**src/rtl/seven_seg_scan_ctrl.sv**
```systemverilog
// Time-multiplexed scan controller for an N-digit common-anode seven-segment display.
// Shares one external BCD decoder across all digits and registers the returned pattern.
module seven_seg_scan_ctrl #(
  parameter int NUM_DIGITS = 4,
  parameter int ON_CYCLES  = 1000,
  parameter int GAP_CYCLES = 16,
  localparam int AW = $clog2(NUM_DIGITS)
) (
  input  logic                  clk,
  input  logic                  rst_n,
  input  logic                  en,
  input  logic                  wr_en,
  input  logic [AW-1:0]         wr_addr,
  input  logic [3:0]            wr_data,
  input  logic [NUM_DIGITS-1:0] blank_mask,
  input  logic                  lzs,
  input  logic [6:0]            seg_in,
  output logic [3:0]            dec_inp,
  output logic [6:0]            seg_out,
  output logic [NUM_DIGITS-1:0] an_n,
  output logic                  frame_done
);

  localparam int CMAX = (ON_CYCLES > GAP_CYCLES) ? ON_CYCLES : GAP_CYCLES;
  localparam int CW   = $clog2(CMAX) + 1;

  typedef enum logic {S_GAP, S_ON} state_t;

  state_t                state;
  logic [AW-1:0]         idx;
  logic [CW-1:0]         cnt;
  logic [3:0]            digit [NUM_DIGITS];
  logic [NUM_DIGITS-1:0] dark;
  logic                  all_zero;

  always_ff @(posedge clk or negedge rst_n) begin
    if (!rst_n) begin
      for (int unsigned i = 0; i < NUM_DIGITS; i++) digit[i] <= '0;
    end else if (wr_en && (int'(wr_addr) < NUM_DIGITS)) begin
      digit[wr_addr] <= wr_data;
    end
  end

  assign dec_inp = digit[idx];

  // Walk from the most significant digit down; a digit is a leading zero while
  // every digit at and above it is zero. Digit 0 is exempt.
  always_comb begin
    all_zero = 1'b1;
    dark     = '0;
    for (int unsigned i = 0; i < NUM_DIGITS; i++) begin
      all_zero = all_zero & (digit[NUM_DIGITS-1-i] == 4'd0);
      dark[NUM_DIGITS-1-i] = blank_mask[NUM_DIGITS-1-i]
                           | (lzs & all_zero & (i != NUM_DIGITS-1));
    end
  end

  always_ff @(posedge clk or negedge rst_n) begin
    if (!rst_n) begin
      state      <= S_GAP;
      idx        <= '0;
      cnt        <= '0;
      an_n       <= '1;
      seg_out    <= '0;
      frame_done <= 1'b0;
    end else if (!en) begin
      state      <= S_GAP;
      idx        <= '0;
      cnt        <= '0;
      an_n       <= '1;
      seg_out    <= '0;
      frame_done <= 1'b0;
    end else begin
      frame_done <= 1'b0;
      if (state == S_ON && !dark[idx]) begin
        an_n    <= ~(NUM_DIGITS'(1) << idx);
        seg_out <= seg_in;
      end else begin
        an_n    <= '1;
        seg_out <= '0;
      end
      case (state)
        S_GAP: begin
          if (cnt == CW'(GAP_CYCLES - 1)) begin
            cnt   <= '0;
            state <= S_ON;
          end else begin
            cnt <= cnt + CW'(1);
          end
        end
        S_ON: begin
          if (cnt == CW'(ON_CYCLES - 1)) begin
            cnt        <= '0;
            state      <= S_GAP;
            idx        <= (idx == AW'(NUM_DIGITS - 1)) ? '0 : idx + AW'(1);
            frame_done <= (idx == AW'(NUM_DIGITS - 1));
          end else begin
            cnt <= cnt + CW'(1);
          end
        end
        default: state <= S_GAP;
      endcase
    end
  end

endmodule
```
**config.mk**
```make
export PLATFORM = sky130hd
export DESIGN_NAME = seven_seg_scan_ctrl
export DESIGN_NICKNAME = d
export VERILOG_FILES = /design/src/rtl/seven_seg_scan_ctrl.sv
export SDC_FILE = /design/constraint.sdc
export NUM_CORES = 1
export LEC_CHECK = 0
export ABC_AREA = 1
export ABC_CLOCK_PERIOD_IN_PS = 1500
export BUFFER_PORTS_ARGS = -buffer_cell sky130_fd_sc_hd__buf_2
export CAP_MARGIN = 10
export CORE_MARGIN = 2
export CORE_UTILIZATION = 45
export CTS_CLUSTER_SIZE = 28
export DETAILED_ROUTE_END_ITERATION = 7
export GPL_TIMING_DRIVEN = 0
export MAX_ROUTING_LAYER = met4
export PLACE_DENSITY = 0.72
export SYNTH_ARGS = -nofsm -noshare
export SYNTH_HDL_FRONTEND = slang
export SYNTH_SLANG_ARGS = --single-unit
export TNS_END_PERCENT = 50
```
**constraint.sdc**
```tcl
create_clock -name clk -period 1.5 [get_ports clk]
set_input_delay 0.225 -clock clk [delete_from_list [all_inputs] [get_ports clk]]
set_output_delay 0.225 -clock clk [all_outputs]
set_load 0.005 [all_outputs]
```
# [Yosys cells after proc, flatten, opt, wreduce, memory -nomap -nowiden]
# Index checks and enable logic that the tools add are counted.
[totals] reg_bits=42 output_inout_bits=16 word_cells=68
[op_classes] n_addsub=2 order_cmp=4 eq_ne=5 shifts=1 n_mux=27 bitwise_logic=12 reduce_logical=7
[op_table] operator="$mux 11" n=3
[op_table] operator="$pmux 11 s2" n=1
[op_table] operator="$mux 4" n=5
[op_table] operator="$bwmux 16" n=1
[op_table] operator="$mux 7" n=2
[op_table] operator="$logic_not 4->1" n=3
[op_table] operator="$add 11x1->11 const B" n=1
[op_table] operator="$eq 11x10->1 const B" n=1
[op_table] operator="$eq 11x4->1 const B" n=1
[op_table] operator="$bmux 4 s2" n=1
[op_table] operator="$demux 4 s2" n=1
[op_table] operator="$mux 2" n=4
[op_table] operator="$mux 1" n=7
[op_table] operator="$ge 3x3->1 const B" n=2
[op_table] operator="$not 2->3" n=2
[op_table] operator="$and 1x1->1" n=5
[op_table] operator="$ne 2x1->1 const B" n=2
[op_table] operator="$not 4->4" n=1
[op_table] operator="$shl 1x2->4 const A" n=1
[op_table] operator="$lt 2x3->1 const B" n=1
[op_table] operator="$lt 3x1->1 const B" n=1
[op_table] operator="$or 1x1->1" n=3
[op_table] operator="$add 2x1->2 const B" n=1
[op_table] operator="$bmux 1 s2" n=1
[op_table] operator="other kinds (6)" n=7

# [Depth between registers and ports, before layout]
[depth] depth_word=11 depth_mapped=8 ltp_nobuf=8

# [Least setup slack after synthesis]
# No wires, ideal clock.
[synth_path] path_type="reg2reg" from="register cnt[0]" to="register cnt[7]" setup_ps=118 t_arrival_ps=1187 path_slack_ps=194 path_stages_with_launch=9 n_path_buf=0 cell_sequence="dfrtp_1 > ha_1 > nand3_2 > inv_1 > nand3_1 > nor3_2 > nand2_1 > nand2_4 > nor2_1"
[synth_via] elab_chain_cells=4 elab_cells_between_ends=7
[synth_rtl] item="from (decl)" line="31" rtl="logic [CW-1:0] cnt;"
[synth_rtl] item="from (signal assigned)" line="88" rtl="cnt <= cnt + CW'(1);"
[synth_rtl] item="from (signal assigned)" line="98" rtl="cnt <= cnt + CW'(1);"
[synth_rtl] item="$add 11x1->11, or another cell as far along" line="88, 98"
[synth_rtl] item="$mux 11 (on tied branches)" line="92, 84"
[synth_rtl] item="$pmux 11 s2 (*)" line="82" rtl="case (state)"
[synth_rtl] item="$mux 11 (*)" line="66" rtl="end else if (!en) begin"
# Mark *: on every way between the ends. The rest lies on a longest branch, timed or not.
# A chain may end at the register's enable or synchronous reset.

# [Worst setup path in the final report]
[layout_path] from="register idx[0]" to="output dec_inp[0]"
[layout_via] elab_chain_cells=4
[layout_rtl] item="from (decl)" line="30" rtl="logic [AW-1:0] idx;"
[layout_rtl] item="from (signal assigned)" line="95" rtl="idx <= (idx == AW'(NUM_DIGITS - 1)) ? '0 : idx + AW'(1);"
[layout_rtl] item="$not 2->3 (not written as such)" line="44" rtl="assign dec_inp = digit[idx];"
[layout_rtl] item="$bmux 4 s2" line="44"
[layout_rtl] item="$mux 4 (not written as such) (2 in a row)" line="44"
[layout_rtl] item="to (decl)" line="18" rtl="output logic [3:0] dec_inp,"
# No other way between the ends. The select of a mux whose other input is x is not followed.

==> results.ini <==
[global_routing]
track_usage_pct=17.0
antenna_found_initial=0
grt_pass1_vias=1478
grt_max_degree=43
grt_pass1_wl_mm=6.42
grt_remaining_overflow=0

[sta]
finalHoldViolations=0
rsz0062_at_grt=true
relSlewSlack_pct=39.3
setup_slack_ns=-0.0114
skew_ns=0.00714
setup_viol=2
maxSlewViolCount=0
tightest_slew_ns=0.910
fin_crit_ns=1.51
fin_crit_sh_pct=101
timing.fmax_ghz=0.662
tns_ns=-0.0184

[clock_network]
cts_max_level=2
ctsHoldBuffers=0
insertion_delay_ns=0.29
cts_buffer_depth=2
clkSinkCount=42
clkTransAtPathRegs_ns=0.08
cts_tree=yes
clockRootBuffer=clkbuf_8
cts_buffers=5

[final_layout]
nets=306
design_area_um2=2470
final-seq-area_um2=1060
area_growth_pct=24.5
diodes=0
fin_util_pct=57.5
drive_above_1_share_pct=29.3
multi_input_area_um2=862
fillCellCount=382

[setup_path]
crit_chain=inv_2 -> buf_8 -> nor2_1 -> o22ai_1 -> buf_2
critPathMaxStageDelay_ns=0.42
critical_path_buf_inv_count=3
cpLargestDelayFamily=flip-flops
crit_type=flop to primary output
critPathRequiredTime_ns=1.27
arrival_ns=1.29
startpoint_type=flop
crit_path_max_fanout=8
critPathCaptureType=primary output
cpMaxStageDelayCell=dfrtp_1

[yosys]
yosysTopAreaCell=dfrtp_1
yosys.area.top_type_share_pct=47.9
yosys_warnings=0
syn_area_per_cell_um2=8.74
synthTopCellsByArea=dfrtp_1 48%, nor2_1 8.3%, o21ai_0 6.8%, nand2_1 6.4%, dfstp_2 5.3%
synth-seq-cells=42
synth_nets=254
postSynthCellCount=227
yosysUniqueCellTypes=27
syn-cell-area_um2=1980
seq_area_frac_synth_pct=53.2

[placement]
gp_congestion=0.831
place_hpwl_mm=2.72
port-buffer-count=37
pre_cts_slack_ns=-0.0384
place_area_um2=2230

[pwr]
power_mw=2.24
powerDensity_nw_per_um2=909
power_leakage_nw=1.24
irDropWorstVdd_mv=0.583

[die]
die_x_um=70.4
io_pins=38
die_y_um=70.4
dieArea_um2=4950
core_um2=4290
initial_core_util_pct=46.2
num_rows=24

[drt]
viasPerCell=4.82
drtPass1Iterations=4
wl_per_cell_um=11.9
remaining_drc_errors=0
ant_nets=0
wirelength_mm=3.94
drt_iter0_markers=63
vias=1600

[flow_run]
max_cap_viol_count=0

[status]
outcome=complete, but fails checks
violations=setup timing

[hold_path]
hold_class=input pin to asynchronous set/reset pin

==> cell type report <==
| cell class | count | area share, % |
|---|---|---|
| flip-flops and latches | 42 | 42.8 |
| multi-input cells | 154 | 34.9 |
| repair buffers | 44 | 10.1 |
| inverters | 29 | 4.51 |
| clock buffers | 7 | 3.50 |
| well taps | 52 | 2.64 |
| plain buffers | 3 | 1.27 |
| clock inverters | 1 | 0.203 |
==> synth_stat cells <==
cell and n:
nor3_2 2, nand2_1 34, nand3_1 10, o21ai_0 27
a21oi_1 1, nor2_2 1, xor2_1 4, nand4_1 6
dfrtp_1 38, and2_1 1, buf_2 2, inv_1 27
o22ai_1 5, and2_0 1, xnor2_1 1, ha_1 5
nor2_4 1, nor3b_1 1, nand2_2 1, nor2_1 44
nor3_4 1, inv_2 2, dfstp_2 4, nand3_2 5
nand2_4 1, nor3_1 1, clkbuf_1 1
==> repair_timing <==
item                       in CTS  in global routing
setup endpoints to repair       5                 20
pin swaps                       1                  6
buffers inserted                3                  4
cloned                          0                  1
gates resized for setup        11                 16
==> logic make-up after synthesis <==
| family | count (synthesis) | share of synthesized area [%] |
|---|---|---|
| xor+xnor | 5 | 2.21 |
| flops | 42 | 53.2 |
| simple gates | 110 | 26.6 |
| buf+inv | 32 | 6.18 |
| compound gates | 33 | 8.64 |
| fa+ha+maj | 5 | 3.15 |
==> routing by layer <==
layer / part of all wire [%] / wire, um / global-route usage (%)
met1: 45 / 1760 / 20.6
met2: 50 / 1970 / 27.3
met3: 4.1 / 162 / 4.91
met4: 1.4 / 57 / 5.77
met5: 0 / 0 / -
==> cells in the final DEF (no fill, tap or decap), types with 4 or more instances in the layout <==
cell type and count:
buf_2 38, buf_4 6, clkbuf_8 6, dfrtp_1 37
dfstp_2 4, ha_1 4, inv_1 24, inv_2 4
nand2_1 33, nand3_1 9, nand3_2 4, nand4_1 6
nor2_1 42, o21ai_0 21, o21ai_1 6, o22ai_1 5
xor2_1 4
==> registers in the layout, indices dropped and copies added (netlist names) <==
name	count
digit	16
cnt	11
seg_out	7
an_n	4
idx	2
frame_done	1
state	1
==> where the power goes <==
group	total [mW]	internal, mW	switching, mW	leakage (nW)
sequential	1.27	1.21	0.0601	0.545
clock	0.741	0.371	0.370	0.0482
combinational	0.235	0.101	0.134	0.648
total	2.24	1.68	0.564	1.24
==> per-stage QoR <==
step	std cells	hold slack (ns)
CTS	327	0.104
detailed placement	316	0.423
finish	332	0.0672
floorplan	227	-0.0706
global placement	316	0.420
global route	332	0.128
==> path summary, 6_finish.rpt <==
| check | to | from | slack (ns) | cells past startpoint |
|---|---|---|---|---|
| setup / recovery | dec_inp[0] | idx[0] | -0.01 | 5 |
| hold / removal | digit[5] | rst_n | 0.07 | 1 |
| setup reg to reg | cnt[0] | cnt[0] | 0.03 | 8 |
| hold reg to reg | digit[15] | digit[15] | 0.49 | 2 |
| max in group asynchronous | idx[1] | rst_n | 0.82 | 1 |
| min in group clk | seg_out[4] | seg_in[4] | 0.13 | 3 |
Note: power is estimated with default switching activity, not from simulation.
